<file path="src/rtl/clkdiv_multi.sv">
// rtl/clkdiv_multi.sv - multi-channel programmable clock divider with glitch-free divisor update
// Per-channel rising-edge tick outputs exist only when CLKDIV_TICK_EN is defined.
module clkdiv_multi #(
   parameter int NCH        = 4,
   parameter int WIDTH      = 32,
   parameter int DEFAULT_HP = 50000
) (
   input  logic             clksrc,
   input  logic             rstn,
   input  logic             wr_en,
   input  logic [3:0]       wr_ch,
   input  logic [WIDTH-1:0] wr_hp,
   output logic [NCH-1:0]   clk,
   output logic [NCH-1:0]   tick,
   output logic             clklk
);
   localparam logic [WIDTH-1:0] HP_RST   = WIDTH'(DEFAULT_HP);
   localparam logic [WIDTH-1:0] ONE      = WIDTH'(1);
   localparam logic             LOCK_RST = (DEFAULT_HP == 0);

   logic [WIDTH-1:0] hp_act_q  [NCH];
   logic [WIDTH-1:0] hp_act_d  [NCH];
   logic [WIDTH-1:0] count_q   [NCH];
   logic [WIDTH-1:0] count_d   [NCH];
   logic [WIDTH-1:0] pend_hp_q [NCH];
   logic [WIDTH-1:0] pend_hp_d [NCH];
   logic [NCH-1:0]   pend_v_q, pend_v_d;
   logic [NCH-1:0]   locked_q, locked_d;
   logic [NCH-1:0]   clk_q, clk_d;
   logic             clklk_q;

   always_comb begin
      for (int i = 0; i < NCH; i++) begin
         hp_act_d[i]  = hp_act_q[i];
         count_d[i]   = count_q[i];
         pend_hp_d[i] = pend_hp_q[i];
         pend_v_d[i]  = pend_v_q[i];
         locked_d[i]  = locked_q[i];
         clk_d[i]     = clk_q[i];
         if (hp_act_q[i] == '0) begin
            count_d[i]  = '0;
            clk_d[i]    = 1'b0;
            locked_d[i] = 1'b1;
            if (pend_v_q[i]) begin
               hp_act_d[i] = pend_hp_q[i];
               pend_v_d[i] = 1'b0;
               locked_d[i] = (pend_hp_q[i] == '0);
            end
         end else if (count_q[i] == hp_act_q[i] - ONE) begin
            count_d[i]  = '0;
            clk_d[i]    = ~clk_q[i];
            locked_d[i] = 1'b1;
            // Divisor swaps only at terminal count so the current half-period completes intact.
            if (pend_v_q[i]) begin
               hp_act_d[i] = pend_hp_q[i];
               pend_v_d[i] = 1'b0;
               locked_d[i] = 1'b0;
               if (pend_hp_q[i] == '0) begin
                  clk_d[i]    = 1'b0;
                  locked_d[i] = 1'b1;
               end
            end
         end else begin
            count_d[i] = count_q[i] + ONE;
         end
         // A write on the terminal edge must not be consumed by that same terminal.
         if (wr_en && (wr_ch == 4'(i))) begin
            pend_hp_d[i] = wr_hp;
            pend_v_d[i]  = 1'b1;
         end
      end
   end

   always_ff @(posedge clksrc) begin
      if (!rstn) begin
         for (int i = 0; i < NCH; i++) begin
            hp_act_q[i]  <= HP_RST;
            count_q[i]   <= '0;
            pend_hp_q[i] <= '0;
         end
         pend_v_q <= '0;
         locked_q <= {NCH{LOCK_RST}};
         clk_q    <= '0;
         clklk_q  <= 1'b0;
      end else begin
         for (int i = 0; i < NCH; i++) begin
            hp_act_q[i]  <= hp_act_d[i];
            count_q[i]   <= count_d[i];
            pend_hp_q[i] <= pend_hp_d[i];
         end
         pend_v_q <= pend_v_d;
         locked_q <= locked_d;
         clk_q    <= clk_d;
         clklk_q  <= &(locked_q & ~pend_v_q);
      end
   end

`ifdef CLKDIV_TICK_EN
   logic [NCH-1:0] tick_q;

   always_ff @(posedge clksrc) begin
      if (!rstn) begin
         tick_q <= '0;
      end else begin
         tick_q <= clk_d & ~clk_q;
      end
   end

   assign tick = tick_q;
`else
   assign tick = '0;
`endif

   assign clk   = clk_q;
   assign clklk = clklk_q;

endmodule

</file>
<file path="config.mk">
export PLATFORM = sky130hd
export DESIGN_NAME = clkdiv_multi
export DESIGN_NICKNAME = d
export VERILOG_FILES = /design/src/rtl/clkdiv_multi.sv
export SDC_FILE = /design/constraint.sdc
export NUM_CORES = 1
export LEC_CHECK = 0
export BUFFER_PORTS_ARGS = -buffer_cell sky130_fd_sc_hd__buf_2
export CELL_PAD_IN_SITES_DETAIL_PLACEMENT = 0
export CELL_PAD_IN_SITES_GLOBAL_PLACEMENT = 2
export CORE_AREA = 2 2 230 232
export CTS_BUF_LIST = sky130_fd_sc_hd__clkbuf_4
export DETAILED_ROUTE_END_ITERATION = 12
export DIE_AREA = 0 0 232 234
export PLACE_DENSITY_LB_ADDON = 0.1
export SETUP_SLACK_MARGIN = 0.4
export SYNTH_ARGS = -nofsm -noshare
export SYNTH_HDL_FRONTEND = slang
export SYNTH_SLANG_ARGS = --single-unit
</file>
<file path="constraint.sdc">
create_clock -name clksrc -period 5.2 [get_ports clksrc]
set_input_delay 0.52 -clock clksrc [delete_from_list [all_inputs] [get_ports clksrc]]
set_output_delay 0.52 -clock clksrc [all_outputs]
set_load 0.1 [all_outputs]
</file>
* Word-level counts from Yosys, hierarchy flattened *
Memories as Yosys holds them, arrays and structs flattened.
Index checks and enable logic that the tools add are counted.

operators by class
  eq/ne operators = 7
  add/subtract/negate cells = 8
  bitwise gates (word level) = 19
  multiplexer cells = 78
  reduce and logical (&&, ||, !) cells = 26

operators by type and width
  cell                                                                   number
  32-bit two-way mux                                                     36
  32-bit zero test                                                       8
  32-bit by 1-bit adder with 32-bit output, second input constant        4
  32-bit equality test                                                   4
  32-bit by 1-bit subtractor with 32-bit output, second input constant   4
  1-bit two-way mux                                                      42
  1-bit bitwise OR                                                       12
  3-bit nonzero test                                                     4
  4-bit by 2-bit equality test with 1-bit output, second input constant  2
  2-bit nonzero test                                                     4
  2-bit OR reduction                                                     4
  1-bit NOT                                                              5
  4-bit AND                                                              1
  4-bit by 1-bit equality test with 1-bit output, second input constant  1
  1-bit logical AND                                                      4
  4-bit zero test                                                        1
  4-bit NOT                                                              1
  4-bit AND reduction                                                    1

storage, ports and cells
  output and inout port bits = 9
  memories = 3
  flip-flop bits (word level) = 13
  input port bits = 39
  word-level logic and storage cells = 154
  bits in writable memories = 384

memory list
  name       words  width  read ports  clocked after Yosys merged registers in  write ports  line  text
  count_q    4      32     4           0                                        4            23    logic [WIDTH-1:0] count_q [NCH];
  hp_act_q   4      32     4           0                                        4            21    logic [WIDTH-1:0] hp_act_q [NCH];
  pend_hp_q  4      32     4           0                                        4            25    logic [WIDTH-1:0] pend_hp_q [NCH];

* Depth between registers and ports, before layout *
Gate-level depths: netlist (run 1).
An unclocked memory read counts as a cell.

  depth in word-level cells = 6
  depth in mapped cells = 13
  gate-level depth less buffers = 11

* Worst setup path before layout (run 1) *
Ideal clock, no wire load.

  path type = register to register
  start = memory hp_act_q[0][0]
  end = memory hp_act_q[0][13]
  path buffers = 2
  path slack = 1496 ps
  cell stages (with the launch flop) = 12
  period minus slack after synthesis = 3704 ps
  arrival time = 3576 ps
  library setup time = 128 ps
  cells stage by stage = dfxtp_1 or4_1 clkbuf_2 or4_4 a2111oi_2 o221ai_1 or4_1 or4_1 o32a_1 clkbuf_1 nand3_1 o21ai_0

RTL lines
  item         line
  from (decl)  21

==> results of run 1 <==
-- power by group --
group	switching, mW	internal, mW
clock	1.34	1.47
combinational	0.174	0.0666
sequential	0.0251	3.06
-- sequential cells by signal, indices dropped and copies added, names as in the netlist --
register	flops
clk	4
count_q	128
pend_hp_q	128
hp_act_q	128
clklk	1
pend_v_q	4
locked_q	4
-- critical path: stages (launching register included) --
cell and delay (ns):
dfxtp_1 0.34, or4_1 0.68, or4_4 0.59, nor4_1 0.47, nor4b_1 0.51, o2111ai_1 0.14
or4_1 0.44, o32a_2 0.66, nor3_1 0.29, a31oi_1 0.07
-- cells by family (layout without fill, tap and decap cells) --
logic type                 after synthesis  after routing  share of synthesized area [%]
DFF                                    397            397                           39.9
xor gates and xnor gates               277            277                           12.2
buffers and inverters                  184            332                           3.72
adders and majority gates                8              8                          0.502
and+or+nand+nor                       1211           1211                           28.8
other                                    1              7                         0.0188
muxes                                   66             66                           3.33
AOI/OAI and AO/OA                      374            374                           11.5
-- cells in the final DEF (no fill, tap or decap), drive strengths merged, types with 6 or more instances in the layout --
cell type	synthesis	layout
a211oi	10	10
a21boi	6	6
a21oi	161	161
a31o	8	8
a31oi	15	15
and2	12	12
and3	47	47
and4	18	18
buf	20	63
clkbuf	120	170
clkinv	0	21
dfxtp	397	397
dlygate4sd3	0	32
ha	8	8
inv	44	44
mux2i	63	63
nand2	456	456
nand2b	7	7
nand3	132	132
nand3b	15	15
nand4	47	47
nor2	250	250
nor3	68	68
nor3b	11	11
nor4	75	75
nor4b	10	10
o211ai	25	25
o21ai	73	73
o22ai	9	9
o31a	8	8
o31ai	10	10
or2	8	8
or3	16	16
or4	18	18
xnor2	137	137
xor2	140	140
-- path summary, 6_finish.rpt --
path | end | slack, ns | cells past startpoint
hold reg to reg | count_q[3][0] | 0.47 | 1
setup / recovery | hp_act_q[0][8] | 0.82 | 9
hold / removal | hp_act_q[1][26] | 0.21 | 3
setup reg to reg | hp_act_q[0][8] | 0.82 | 9
-- routing by layer --
metal	track usage (%)	up-vias	wire length, um
met5	0	-	0
met4	6.77	0	1380
met3	4.18	110	2550
met2	34.9	377	26900
met1	29.7	8365	28300
li1	-	8971	-
-- cell usage after synthesis, types with 9 or more instances --
| library cell | n | area [sq um] |
|---|---|---|
| nand4_1 | 47 | 294 |
| or3_1 | 16 | 100 |
| o21ai_0 | 69 | 345 |
| a211oi_1 | 10 | 75.1 |
| mux2i_1 | 63 | 631 |
| or4_1 | 17 | 128 |
| o31ai_1 | 10 | 75.1 |
| xnor2_1 | 137 | 1200 |
| a21oi_1 | 161 | 806 |
| clkbuf_1 | 119 | 447 |
| nand2_1 | 456 | 1710 |
| inv_1 | 43 | 161 |
| nor4b_1 | 10 | 87.6 |
| nor3_1 | 68 | 340 |
| and2_1 | 11 | 68.8 |
| a31oi_1 | 15 | 93.8 |
| nor2_1 | 250 | 938 |
| dfxtp_1 | 397 | 7950 |
| and3_1 | 47 | 294 |
| nand3_1 | 132 | 661 |
| o22ai_1 | 9 | 56.3 |
| xor2_1 | 140 | 1230 |
| and4_1 | 18 | 158 |
| nor3b_1 | 11 | 82.6 |
| nor4_1 | 75 | 469 |
| nand3b_1 | 15 | 113 |
| o211ai_1 | 24 | 180 |
-- stage by stage --
stage / setup slack [ns] / hold slack, ns / utilization [%] / instances
floorplan: 1.50 / 0.416 / - / 2521
global placement: 0.960 / 0.452 / 39.7 / 3132
detailed placement: 0.957 / 0.463 / 39.7 / 3132
CTS: 0.925 / 0.139 / 43.0 / 3357
global route: 0.526 / 0.159 / 43.0 / 3360
finish: 0.822 / 0.209 / 43.0 / 3360
-- timing repair --
| item | in CTS | in global routing |
|---|---|---|
| hold endpoints to repair | 122 | 0 |
| hold buffers | 32 | 0 |
| setup buffers | 0 | 0 |
| setup endpoints to repair | 0 | 0 |
-- area by class of cell --
type,instances,area [sq um]
tap,688,861
clock buffer,170,1280
fill,5427,29700
timing repair buffer,95,704
sequential,397,7950
antenna,3,7.51
multi-input combinational,1940,11300
inverter,44,168
clock inverter,23,95.1
==> out/results.tsv, run 1 <==
stage	metric	value	unit
status	status	finished clean	
layout	nets	2636	
clock_network	clk sinks	397	
timing	Fmax	228	MHz
synth	Distinct cells, synth	80	
global_routing	pin count of the biggest net entering global routing	118	
clock_network	clock root buffer	clkbuf_4	
die	Die Wd	232	um
placement	RePlAce Congestion	0.846	
global_routing	vias in the first global route	16900	
synth	post-synthesis sequential area ratio	39.9	%
timing	clk_skew	0.0313	ns
worst_setup_path	start of the worst register-to-register path	hp_act_q[0][0]	
layout	design area	0.0224	sq mm
timing	Slew HR	18.5	%
clock_network	H-tree Lvls	3	
global_routing	Total GRT Usage	21.8	%
layout	share of layout cells above drive strength 1	10.2	%
route	antenna-violating nets left	0	
clock_network	clk slew on worst S/H paths	0.06	ns
clock_network	maximum root-to-sink buffer count	3	
worst_setup_path	CP Launch Type	flop	
die	Placement Rows	84	
route	Wirelength per Cell	17.6	um
placement	Buffers on Ports	43	
global_routing	grt ovf	0	
worst_setup_path	crit-path max FO	59	
worst_setup_path	Critical Path Source	hp_act_q[0][0]	
placement	Post-DP HPWL	42100	um
pwr	Total Power	6.14	mW
synth	Synth Flop Type	dfxtp_1	
route	TritonRoute pass-1 iters	5	
clock_network	CTS buffer count	111	
synth	Post-Syn Instances	2518	
min_path	Hold Path Class	input port to flop	
timing	final hold violation count	0	
worst_setup_path	critical path type	flop to flop	
route	vias per cell	5.30	
worst_setup_path	worst path arrival time	5.06	ns
die	Std-Cell Core Area	0.0520	sq mm
die	Starting Density	38.3	%
clock_network	post-cts resize count	0	
worst_setup_path	Crit. End Element	flop	
synth	Mean Syn Cell Area	7.91	sq um
die	io pins	48	
pwr	VDD IR-drop max	0.151	mV
global_routing	initial antenna violation count	2	
clock_network	CTS tree	done	
timing	Tmin final	4.38	ns
timing	actual slew at the worst max-slew pin	1.22	ns
worst_setup_path	worst path required time	5.88	ns
pwr	Lkg Pwr	8.16	nW
route	Vias	17800	
timing	Final setup viols	0	
clock_network	Clock Latency Late Sink	0.85	ns
synth	number of synthesized flops with an enable pin	0	
synth	Ys Warns	0	
synth	synthesized area	0.0199	sq mm
layout	area grow syn2layout	12.2	%
route	# DRC	0	
min_path	min-delay src	rstn	
global_routing	global-route wire length before repair	93600	um
run	# Max-Cap Violations	0	
die	Die Y-Extent	234	um
timing	Slew Limit Fails	0	
pwr	Pwr Density	275	mW/mm^2
synth	share of synthesized registers carrying an async set or reset	0	%
route	final WL	59100	um
timing	final worst path period share	84.2	%
route	DR iter-0 viols	1104	
die	die area	0.0543	sq mm
placement	placement-stage cell area	0.0207	sq mm
timing	post-route setup TNS	0	ns
timing	RSZ-0062 raised after global routing	false	
synth	#FFs+latches synth	397	
(Power assumes the default switching activity.)
==> inputs of run 2 (changes only) <==
Settings changed: ABC_AREA set to 1, CORE_AREA 2 2 230 232 to 2 2 251 253, DIE_AREA 0 0 232 234 to 0 0 253 255.
Clock period 5.2 ns to 4.2 ns, I/O delays scaled along.
==> out/results.tsv, run 2 <==
stage	metric	value	unit	change
min_path	Hold Path Class	input port to flop		
pwr	Lkg Pwr	10.7	nW	+31%
timing	post-route setup TNS	0	ns	unchanged
worst_setup_path	crit-path max FO	34		-42%
timing	Slew HR	28.6	%	+10 points
run	# Max-Cap Violations	0		unchanged
route	# DRC	0		unchanged
worst_setup_path	internal reg-to-reg setup slack	0.90	ns	+0.08 ns
die	Starting Density	36.4	%	-1.9 points
synth	share of the synthesized area in the top cell type	35.1	%	-4.8 points
layout	final core occ	40.4	%	-2.5 points
die	Die Y-Extent	255	um	+9.0%
worst_setup_path	Crit. End Element	flop		
clock_network	Clock Latency Late Sink	0.87	ns	+0.02 ns
clock_network	clk slew on worst S/H paths	0.07	ns	about the same
layout	area grow syn2layout	11.0	%	
worst_setup_path	worst path required time	5.00	ns	-0.88 ns
timing	final hold violation count	0		unchanged
die	die area	0.0645	sq mm	+19%
synth	leading cell types by count after synthesis	nand2_1 (764), nor2_1 (605), inv_1 (398)		
placement	Buffers on Ports	43		unchanged
synth	Post-Syn Instances	3512		+39%
pwr	clock share of power	46.4	%	+0.6 points
timing	Tmin final	3.30	ns	-1.08 ns
clock_network	clk sinks	397		unchanged
min_path	min-delay src	wr_ch[0]		
worst_setup_path	CP Launch Type	flop		
timing	actual slew at the worst max-slew pin	1.07	ns	-0.152 ns
die	io pins	48		unchanged
status	status	finished clean		
pwr	Switching Fraction	25.5	%	+0.40 points
route	DR iter-0 viols	1360		+23%
global_routing	grt ovf	0		unchanged
layout	nets	3638		+38%
pwr	Switch Pwr	1.99	mW	+29%
layout	Finished Layout Cells	4472		+33%
pwr	Pwr Density	311	mW/mm^2	+13%
die	Placement Rows	92		+9.5%
clock_network	CTS tree	done		
clock_network	maximum root-to-sink buffer count	3		unchanged
min_path	Worst Hold Path EP	pend_hp_q[1][1]		
layout	most common cell after layout, fill and taps aside	nand2_1		
route	antenna-violating nets left	0		unchanged
global_routing	vias in the first global route	20900		+24%
synth	dominant cells by area after synthesis	dfxtp_1 (35%), nand2_1 (13%), nor2_1 (10%)		
layout	largest registers	count_q x128, hp_act_q x128, pend_hp_q x128		
clock_network	CTS buffer count	109		-1.8%
route	Wirelength per Cell	15.8	um	-10%
synth	Synth Flop Type	dfxtp_1		
placement	dpl ws	0.915	ns	-0.0418 ns
synth	#FFs+latches synth	397		unchanged
min_path	Worst Hold Path Cells	4		+1
placement	Post-DP HPWL	53000	um	+26%
die	Std-Cell Core Area	0.0622	sq mm	+19%
worst_setup_path	R2R depth	19		+10
route	vias per cell	4.84		-8.8%
pwr	combinational power share	4.5	%	+0.6 points
timing	fin worst setup slack	0.902	ns	+0.0805 ns
synth	number of synthesized flops with an enable pin	0		unchanged
clock_network	post-cts resize count	0		unchanged
timing	Slew Limit Fails	0		unchanged
pwr	VDD IR-drop max	0.194	mV	+29%
synth	Ys Warns	0		unchanged
synth	Distinct cells, synth	52		-35%
global_routing	initial antenna violation count	2		unchanged
route	Vias	21600		+21%
timing	Final setup viols	0		unchanged
timing	clk_skew	0.0371	ns	+0.00581 ns
global_routing	Total GRT Usage	22.0	%	+0.20 points
worst_setup_path	start of the worst register-to-register path	hp_act_q[0][0]		
worst_setup_path	Reg-to-Reg End	hp_act_q[0][26]		
pwr	cell internal pwr	5.83	mW	+27%
synth	synthesized area	0.0227	sq mm	+14%
worst_setup_path	critical path type	flop to flop		
synth	most common cell in the netlist	nand2_1		
layout	commonest non-fill, non-tap cells in the layout	nand2_1 (764), nor2_1 (605), inv_1 (398)		
synth	post-synth top area cell	dfxtp_1		
placement	dpl cells	4246		+36%
clock_network	clock root buffer	clkbuf_4		
timing	RSZ-0062 raised after global routing	false		
route	final WL	70500	um	+19%
global_routing	pin count of the biggest net entering global routing	119		+0.85%
die	Die Wd	253	um	+9.1%
global_routing	global-route wire length before repair	112000	um	+20%
timing	final worst path period share	78.5	%	-5.7 points
layout	share of layout cells above drive strength 1	8.85	%	-1.3 points
timing	Fmax	303	MHz	+33%
synth	post-synthesis sequential area ratio	35.1	%	-4.8 points
synth	Mean Syn Cell Area	6.45	sq um	-18%
pwr	Seq pwr share	49.0	%	-1.3 points
clock_network	H-tree Lvls	3		unchanged
synth	share of synthesized registers carrying an async set or reset	0	%	unchanged
route	TritonRoute pass-1 iters	6		+1
worst_setup_path	worst path arrival time	4.10	ns	-0.96 ns
placement	RePlAce Congestion	0.888		+5.0%
run 2: cell count changes after synthesis, sizes merged, moves of 29 or more:
cell and delta:
a21oi +92, and3 -45, buf +35, clkbuf -49
inv +359, mux2i -63, nand2 +330, nand3 +157
nor2 +388, nor4 -29, o21ai +103, xnor2 -73
run 2: cell families after synthesis:
kind of cell,Yosys count,share of synthesized area (%)
XOR/XNOR,192,7.55
other,1,0.0166
AND/OR/NAND/NOR,1937,37.4
AO/OA/AOI/OAI,446,10.0
buffers and inverters,531,9.53
flip-flops,397,35.1
adder cells (fa/ha/maj),8,0.442
run 2: routing by layer:
metal  global-route usage (%)  routed length [um]  vias to the layer above  part of all wire (%)
li1                         -                   -                    11400                     -
met1                     29.2               34200                     9795                    48
met2                     36.3               32100                      304                    46
met3                     3.12                2300                      101                   3.3
met4                     8.15                1970                        0                   2.8
met5                        0                   0                        -                     0
run 2: area by class of cell:
class / count / area [sq um]
sequential: 397 / 7950
fill: 6796 / 37000
timing repair buffer: 91 / 677
multi-input combinational: 2587 / 12600
inverter: 405 / 1520
tap: 799 / 1000
clock inverter: 25 / 154
antenna: 1 / 2.50
clock buffer: 167 / 1250
run 2: worst max path at each step:
stage,startpoint,to,depth (start not counted)
finish,hp_act_q[0][0],hp_act_q[0][26],19
global route,hp_act_q[0][7],hp_act_q[0][24],18
CTS,hp_act_q[0][0],hp_act_q[0][26],19
detailed placement,hp_act_q[0][0],hp_act_q[0][27],18
global placement,hp_act_q[0][7],hp_act_q[0][27],18
floorplan,hp_act_q[0][0],hp_act_q[0][27],19
run 2: power groups by stage:
stage | sequential, mW | clock [mW] | combinational (mW)
finish | 3.84 | 3.63 | 0.355
global route | 3.84 | 3.97 | 0.394
CTS | 3.83 | 3.78 | 0.359
detailed placement | 3.92 | 0 | 0.334
global placement | 3.92 | 0 | 0.332
floorplan | 3.91 | 0 | 0.211
run 2: critical path: stages (launching register included):
cell and delay (ns):
dfxtp_1 0.33, inv_1 0.11, ha_1 0.22, nand3_2 0.16, nor2_8 0.22, nand3_1 0.09, nand2_1 0.08, nand2_1 0.05
nor2_1 0.08, nand3_1 0.09, nor2_1 0.21, nand2_1 0.10, nor2_2 0.12, nand2_2 0.09, nand2_1 0.31, nand2_2 0.33
buf_4 0.35, nand2_1 0.10, nand2_1 0.05, nor2_1 0.12
run 2: per-stage QoR:
step	power, mW	instance area, sq um	hold WS [ns]
floorplan	4.12	22700	0.430
global placement	4.25	23400	0.448
detailed placement	4.25	23400	0.459
CTS	7.98	25100	0.218
global route	8.21	25100	0.316
finish	7.82	25100	0.295
run 2: timing repair:
action	4_1_cts	5_1_grt
setup endpoints to repair	0	0
endpoints found under the hold margin	159	0
buffers inserted	0	0
hold buffers	33	0
